## config.mk

```make
export PLATFORM = sky130hd
export DESIGN_NAME = reg_dump_ctrl
export DESIGN_NICKNAME = d
export VERILOG_FILES = /design/src/rtl/reg_dump_pkg.sv /design/src/rtl/reg_dump_ctrl.sv
export SDC_FILE = /design/constraint.sdc
export NUM_CORES = 1
export LEC_CHECK = 0
export CAP_MARGIN = 20
export CORE_AREA = 2 2 110 112
export CTS_CLUSTER_DIAMETER = 150
export DETAILED_ROUTE_END_ITERATION = 10
export DIE_AREA = 0 0 112 114
export PLACE_DENSITY = 0.8
export SYNTH_ARGS = -nofsm -noshare
export SYNTH_HDL_FRONTEND = slang
export SYNTH_SLANG_ARGS = --single-unit
```

## constraint.sdc

```tcl
create_clock -name clk -period 4.54 [get_ports clk]
set_input_delay 1.362 -clock clk [delete_from_list [all_inputs] [get_ports clk]]
set_output_delay 1.362 -clock clk [all_outputs]
set_load 0.02 [all_outputs]
```

## src/rtl/reg_dump_pkg.sv

```systemverilog
// Shared types for the register-file dump/load controller.
// Holds the FSM state encoding and the zero-register index.
package reg_dump_pkg;

  typedef enum logic [2:0] {
    IDLE     = 3'd0,
    RD_ISSUE = 3'd1,
    RD_WAIT  = 3'd2,
    OUT_HOLD = 3'd3,
    LOAD     = 3'd4,
    DONE     = 3'd5
  } state_t;

  localparam logic [4:0] XZR_IDX = 5'd31;

endpackage

```

## src/rtl/reg_dump_ctrl.sv

```systemverilog
// Dump/load controller for the LEGv8 register file ports.
// Ports: clk, reset (async active-low), start_dump/start_load/abort
//   controls, ra1/rd1 read port, we3/wa3/wd3 write port,
//   dout_* dump stream (valid/ready), din_* load stream
//   (valid/ready), busy and a one-cycle done pulse.
module reg_dump_ctrl
  import reg_dump_pkg::*;
#(
  parameter int DATA_W   = 64,
  parameter int ADDR_W   = 5,
  parameter int N_REGS   = 31,
  parameter int READ_LAT = 1
) (
  input  logic              clk,
  input  logic              reset,
  input  logic              start_dump,
  input  logic              start_load,
  input  logic              abort,
  output logic [ADDR_W-1:0] ra1,
  input  logic [DATA_W-1:0] rd1,
  output logic              we3,
  output logic [ADDR_W-1:0] wa3,
  output logic [DATA_W-1:0] wd3,
  output logic [DATA_W-1:0] dout_data,
  output logic [ADDR_W-1:0] dout_idx,
  output logic              dout_valid,
  input  logic              dout_ready,
  input  logic [DATA_W-1:0] din_data,
  input  logic              din_valid,
  output logic              din_ready,
  output logic              busy,
  output logic              done
);

  localparam int LAT_W = $clog2(READ_LAT + 2);
  localparam logic [ADDR_W-1:0] LAST =
    ADDR_W'(N_REGS - 1);

  state_t            state, state_n;
  logic [ADDR_W-1:0] idx, idx_n;
  logic [LAT_W-1:0]  lat_cnt, lat_n;
  logic [DATA_W-1:0] hold_data, hold_data_n;
  logic [ADDR_W-1:0] hold_idx, hold_idx_n;

  always_ff @(posedge clk or negedge reset) begin
    if (!reset) begin
      state     <= IDLE;
      idx       <= '0;
      lat_cnt   <= '0;
      hold_data <= '0;
      hold_idx  <= '0;
    end else begin
      state     <= state_n;
      idx       <= idx_n;
      lat_cnt   <= lat_n;
      hold_data <= hold_data_n;
      hold_idx  <= hold_idx_n;
    end
  end

  always_comb begin
    state_n     = state;
    idx_n       = idx;
    lat_n       = lat_cnt;
    hold_data_n = hold_data;
    hold_idx_n  = hold_idx;
    ra1         = '0;
    we3         = 1'b0;
    wa3         = '0;
    wd3         = '0;
    dout_valid  = 1'b0;
    din_ready   = 1'b0;
    done        = 1'b0;

    unique case (state)
      IDLE: begin
        if (start_dump) begin
          state_n = RD_ISSUE;
          idx_n   = '0;
        end else if (start_load) begin
          state_n = LOAD;
          idx_n   = '0;
        end
      end
      RD_ISSUE: begin
        ra1     = idx;
        lat_n   = LAT_W'(READ_LAT);
        state_n = RD_WAIT;
      end
      RD_WAIT: begin
        ra1   = idx;
        lat_n = lat_cnt - 1'b1;
        // rd1 is valid in the cycle whose edge
        // brings the counter to zero.
        if (lat_cnt <= LAT_W'(1)) begin
          hold_data_n = rd1;
          hold_idx_n  = idx;
          state_n     = OUT_HOLD;
        end
      end
      OUT_HOLD: begin
        dout_valid = 1'b1;
        if (dout_ready) begin
          if (idx == LAST) begin
            state_n = DONE;
          end else begin
            idx_n   = idx + 1'b1;
            state_n = RD_ISSUE;
          end
        end
      end
      LOAD: begin
        din_ready = 1'b1;
        // Zero register is never written, even if
        // N_REGS is misconfigured.
        we3 = din_valid && (idx != XZR_IDX);
        wa3 = idx;
        wd3 = din_data;
        if (din_valid) begin
          if (idx == LAST) begin
            state_n = DONE;
          end else begin
            idx_n = idx + 1'b1;
          end
        end
      end
      DONE: begin
        done    = !abort;
        state_n = IDLE;
      end
      default: begin
        state_n = IDLE;
      end
    endcase

    if (abort && state != IDLE) begin
      state_n = IDLE;
    end
  end

  assign busy      = (state != IDLE);
  assign dout_data = hold_data;
  assign dout_idx  = hold_idx;

endmodule

```

==> results of run 1 <==
[power by group]
part | total, mW | leakage (nW) | switching, mW | internal (mW)
Combinational | 2.83 | 2.12 | 1.28 | 1.55
Sequential | 1.27 | 0.946 | 0.234 | 1.04
Clock | 0.729 | 0.145 | 0.273 | 0.456
[flip-flops by register name, summed over array words and instances, names as in the netlist]
register / cells
state: 3
idx: 5
dout_data: 64
lat_cnt: 2
dout_idx: 5
[metal layers]
layer	global-route usage, %	vias to the layer above	wire length (um)
li1	-	1611	-
met1	20.6	1680	4490
met2	37.0	174	6890
met3	4.99	20	904
met4	8.78	0	405
met5	0	-	0
[synth_stat cells (all sizes together)]
cell	number	area share (%)
o32ai	1	0.22
inv	9	0.83
a22o	1	0.22
and2	71	11
o22a	1	0.22
nor2	10	0.93
mux2	69	25
o221ai	1	0.22
nand2b	1	0.15
nor4bb	1	0.25
a21oi	3	0.46
xnor2	1	0.22
nand4	1	0.15
a32oi	1	0.22
and3	1	0.15
a21boi	2	0.37
mux2i	2	0.49
buf	10	2.3
dfrtp	79	49
nand3	3	0.37
nor3	5	0.62
nor2b	3	0.46
o21ai	6	0.83
and3b	1	0.22
o31ai	1	0.19
o22ai	1	0.15
nand2	5	0.46
clkbuf	8	0.74
nand3b	1	0.19
a2bb2oi	1	0.22
a221oi	1	0.37
o21a	1	0.22
ha	4	1.2
o211ai	1	0.19
and4	1	0.22
nor3b	4	0.99
[final timing paths]
path / startpoint / endpoint / cells after the start
worst max register to register: state[2] / idx[1] / 5
max in group asynchronous: reset / idx[2] / 1
min in group asynchronous: reset / dout_data[21] / 1
worst min-delay path: dout_data[6] / dout_data[6] / 1
worst max-delay path: abort / done / 4
worst min register to register: dout_data[6] / dout_data[6] / 1
[layout make-up]
cell class	instances	share of cell area [%]
clock buffers	12	3.52
inverters	9	0.464
clock inverters	4	0.739
multi-input cells	206	26.5
repair buffers	285	39.1
well taps	147	2.53
flip-flops and latches	79	27.2
[cells by family after synthesis]
logic type,count (synthesis),synth area share (%)
DFF,79,48.8
muxes,71,25.7
xor gates and xnor gates,1,0.216
and+or+nand+nor,108,16.1
buffers and inverters,27,3.92
adders and majority gates,4,1.23
AOI/OAI and AO/OA,22,4.07
[critical path, delay by kind of cell]
kind          cells  cell delay (ns)
simple gates      2             0.38
buf+inv           2             1.08
[stage by stage]
step                      instances  instance area, um2  utilization [%]  setup WS [ns]  hold slack, ns
after floorplan                 312                4050                -           1.24           0.512
after global placement          726                6970             59.5          0.354           0.473
after detailed placement        726                6970             59.5          0.365           0.481
after CTS                       742                7280             62.2          0.357           0.493
after global routing            742                7280             62.2          0.268           0.520
final                           742                7280             62.2          0.356           0.489
==> summary.md, run 1 <==
| Metric | Value |
|---|---|
| Die width | `around 110 um` |
| Achievable Freq | `0.239 GHz` |
| Pwr Density | `between 600 and 700 nW/um2` |
| Clk sink count | `between 70 and 80` |
| Root buf cell | `clkbuf_16` |
| Footprint of the multi-input gates | `1930 um2` |
| Min-delay worst type | `flip-flop to flip-flop` |
| Fin crit period | `between 4 and 5 ns` |
| Status | `finished, final reports clean` |
| Maximum vdd ir drop | `0.416 mV` |
| Reg2reg setup slack | `roughly 2.1 ns` |
| # resized after CTS | `0` |
| CP max stage cell | `clkdlybuf4s50_1` |
| CP Launch Type | `primary input` |
| Filler Cell Count | `between 900 and 1k` |
| Fin. max-slew vios | `0` |
| Leakage | `roughly 3.2 nW` |
| TritonCTS buffer count | `9` |
| Remaining antenna violation count after routing | `0` |
| Initial DRC count | `about 150` |
| CP peak stage delay | `roughly 0.61 ns` |
| Cell Chain, Critical Path | `clkdlybuf4s50_1 -> nor2b_1 -> and3b_1 -> clkdlybuf4s50_1` |
| Crit path capture type | `primary output` |
| # setup viols final | `0` |
| Wirelength, routed | `roughly 13,000 um` |
| CTS clock-pin slew for the worst setup and hold paths | `0.05 ns` |
| Rows | `40` |
| Number of synthesized register bits | `around 80` |
| Mapped cell area | `around 4100 um2` |
| Vias per inst | `roughly 4.7` |
| Worst Tran Pin Value | `between 0.9 and 1 ns` |
| CTS Hold Buffers Added | `0` |
| RSZ-0062 raised after global routing | `false` |
| Count of final hold-check violations | `0` |
| Htree depth | `3` |
| Pwr Total | `4.83 mW` |
| Share of cells above drive strength 1 | `approximately 15%` |
| Synth cell types | `44` |
| DRC | `0` |
| Crit share post-route | `92.2%` |
| First-pass GRT wire length | `around 19,000 um` |
| Skew final | `~0.0086 ns` |
| Overall routing resource usage | `19.6%` |
| Placed wire-length estimate | `10,000 um` |
| Critical Path RT | `around 3.2 ns` |
| CP arrival | `2.82 ns` |
| Crit Path Max Fanout | `4` |
| Commonest non-fill, non-tap cell in the layout | `clkdlybuf4s50_1` |
| Height of the chip | `approximately 110 um` |
| Final Net Count | `approximately 730` |
| TritonCTS clock tree | `built` |
| DIE AREA | `12,800 um2` |
| Sequential share of the synthesized area | `roughly 50%` |
| Ys Warns | `0` |
| CTS Buffer Depth | `2` |
| Syn nets | `~450` |
| CP most frequent cell | `clkdlybuf4s50_1` |
| Initial antenna violation count | `0` |
| Clk_lat worst skew | `0.34 ns` |
| Largest net degree at the start of global routing | `80` |
| Core Area | `approximately 12,000 um2` |
| Setup TNS | `0 ns` |
| Crit path kind | `primary input to primary output` |
| # Post-CTS Setup Buffers | `0` |
| FF+latch area | `around 2000 um2` |
| Initial Utilization | `~35%` |
| Port bufs | `about 280` |
| DRT Pass-1 Iters | `4` |
| Synthesized area per cell | `13.0 um2` |
| P&R area growth vs syn | `79.6%` |
| GRT Residual Overflow | `0` |
| Vias in the first global route | `~3.6k` |
| Commonest non-fill, non-tap cells in the layout | `clkdlybuf4s50_1 (281), dfrtp_1 (79), and2_1 (71), mux2_4 (65), nor2_1 (10)` |
| Max-cap violations | `0` |
| Final Wtd Congestion | `~0.84` |
| WL/cell | `roughly 17 um` |
| Slew Limit Headroom | `a little over a third` |
| Antenna fix cells | `0` |
| Post-Synthesis Cells | `312` |
| Ports | `between 200 and 300` |
| Vias | `roughly 3.5k` |
Note: power is estimated with default switching activity, not from simulation.
==> inputs of run 2 (changes only) <==
--- a/config.mk
+++ b/config.mk
@@ -6,11 +6,12 @@
 export NUM_CORES = 1
 export LEC_CHECK = 0
 export CAP_MARGIN = 20
-export CORE_AREA = 2 2 110 112
+export CORE_ASPECT_RATIO = 0.5
+export CORE_MARGIN = 1
+export CORE_UTILIZATION = 38
 export CTS_CLUSTER_DIAMETER = 150
 export DETAILED_ROUTE_END_ITERATION = 10
-export DIE_AREA = 0 0 112 114
-export PLACE_DENSITY = 0.8
+export PLACE_DENSITY = 0.86
 export SYNTH_ARGS = -nofsm -noshare
 export SYNTH_HDL_FRONTEND = slang
 export SYNTH_SLANG_ARGS = --single-unit
==> run 2 against run 1 <==
Net effect: die area shrank 13%; critical path depth unchanged; power up 1.2%; design area rose by 0.29%; critical path type unchanged.
==> summary.md, run 2 (synthesized netlist as in run 1, its figures left out) <==
| Metric | Value |
|---|---|
| Crit path capture type | `primary output` |
| Number of flip-flops in the largest register | `64` |
| Commonest non-fill, non-tap cell in the layout | `clkdlybuf4s50_1` |
| Hold-critical path depth | `2` |
| Vias | `~3.4k` |
| Crit share post-route | `92.7%` |
| # setup viols final | `0` |
| CTS Hold Buffers Added | `0` |
| Fin crit period | `roughly 4.2 ns` |
| # Post-CTS Setup Buffers | `0` |
| First-pass GRT wire length | `~18,000 um` |
| Wirelength, routed | `between 10,000 and 15,000 um` |
| DIE AREA | `roughly 11,000 um2` |
| Port bufs | `~280` |
| Filler Cell Count | `~750` |
| Crit path kind | `primary input to primary output` |
| # resized after CTS | `0` |
| Worst Hold Launch | `dout_idx[0]` |
| Setup TNS | `0 ns` |
| Initial Utilization | `around 39%` |
| Die width | `roughly 150 um` |
| WL/cell | `16.7 um` |
| Htree depth | `3` |
| Launch point of the worst reg-to-reg path | `state[2]` |
| Skew final | `~0.006 ns` |
| DRT Pass-1 Iters | `4` |
| Max-cap violations | `0` |
| Largest net degree at the start of global routing | `80` |
| Ports | `283` |
| RSZ-0062 raised after global routing | `false` |
| GRT Residual Overflow | `0` |
| CTS Buffer Depth | `2` |
| Count of final hold-check violations | `0` |
| Min-delay worst type | `flip-flop to flip-flop` |
| Height of the chip | `about 75 um` |
| Maximum vdd ir drop | `roughly 0.25 mV` |
| Final Net Count | `730` |
| CP Launch Type | `primary input` |
| Clk_lat worst skew | `0.33 ns` |
| Pwr Total | `slightly below 5 mW` |
| Pwr Density | `about 670 nW/um2` |
| Worst r2r path cells | `5` |
| Root buf cell | `clkbuf_16` |
| Clk sink count | `about 80` |
| Placed wire-length estimate | `9490 um` |
| CTS clock-pin slew for the worst setup and hold paths | `0.06 ns` |
| TritonCTS buffer count | `9` |
| Reg2reg setup slack | `between 2 and 2.5 ns` |
| Leakage | `roughly 3.2 nW` |
| Crit Path Max Fanout | `4` |
| Critical Path RT | `between 3 and 4 ns` |
| Slew Limit Headroom | `between 30% and 40%` |
| P&R area growth vs syn | `80.1%` |
| DRC | `0` |
| Worst Setup SP | `abort` |
| Initial DRC count | `between 100 and 150` |
| Share of cells above drive strength 1 | `15.4%` |
| Commonest non-fill, non-tap cells in the layout | `clkdlybuf4s50_1 (281), dfrtp_1 (79), and2_1 (71), mux2_4 (65), nor2_1 (10)` |
| Status | `finished, final reports clean` |
| Final Wtd Congestion | `roughly 0.8` |
| Fin. max-slew vios | `0` |
| Vias in the first global route | `3,478` |
| Rows | `26` |
| Reg2reg end | `idx[1]` |
| Worst Tran Pin Value | `just under 1 ns` |
| TritonCTS clock tree | `built` |
| Overall routing resource usage | `between 20% and 30%` |
| Vias per inst | `between 4 and 5` |
| CP arrival | `2.85 ns` |
| Achievable Freq | `approximately 0.24 GHz` |
| Initial antenna violation count | `0` |
| Worst Hold Path EP | `dout_idx[0]` |
| Remaining antenna violation count after routing | `0` |
| Antenna fix cells | `0` |
| Core Area | `between 10,000 and 15,000 um2` |
run 2: cell types whose count changed in the layout (fill, tap and decap cells not counted), sizes merged:
cell | previous run | this run
clkinvlp | 2 | 1
inv | 9 | 10
bufinv | 1 | 2
buf | 4 | 5
clkinv | 1 | 0
run 2: report_power, final:
group          internal, mW  switching [mW]
combinational          1.56            1.26
sequential             1.04           0.239
clock                 0.514           0.279
run 2: metal layers:
layer / global-route usage, % / part of all wire [%] / up-vias
met4: 8.13 / 2.4 / 0
met5: 0 / 0 / -
met2: 39.5 / 52 / 124
met3: 7.70 / 7.1 / 20
met1: 23.8 / 38 / 1623
li1: - / - / 1616
run 2: worst max-delay path, stage by stage:
cell and delay [ns]:
clkdlybuf4s50_1 0.48, nor2b_1 0.22, and3b_1 0.18, clkdlybuf4s50_1 0.60
run 2: how the worst max path moves through the flow:
stage	to	cells past startpoint	slack (ns)
6_report	done	4	0.33
5_1_grt	done	4	0.32
4_1_cts	done	4	0.36
3_5_place_dp	done	4	0.37
3_3_place_gp	done	4	0.43
2_1_floorplan	we3	2	1.24
run 2: cell type report:
type | instances | area (um2) | share of cell area, %
repair buffers | 286 | 2850 | 39.0
multi-input cells | 206 | 1930 | 26.5
clock buffers | 12 | 256 | 3.51
clock inverters | 4 | 76.3 | 1.05
inverters | 9 | 33.8 | 0.463
well taps | 140 | 175 | 2.40
flip-flops and latches | 79 | 1980 | 27.1
run 2: metrics by stage:
stage	std cells	hold WS (ns)	area [um2]	worst slack (ns)	util [%]
6_report	736	0.486	7300	0.330	71.0
5_1_grt	736	0.506	7300	0.317	71.0
3_5_place_dp	720	0.475	6970	0.368	67.8
4_1_cts	736	0.488	7300	0.361	71.0
2_1_floorplan	312	0.512	4050	1.24	-
3_3_place_gp	720	0.468	6970	0.426	67.8
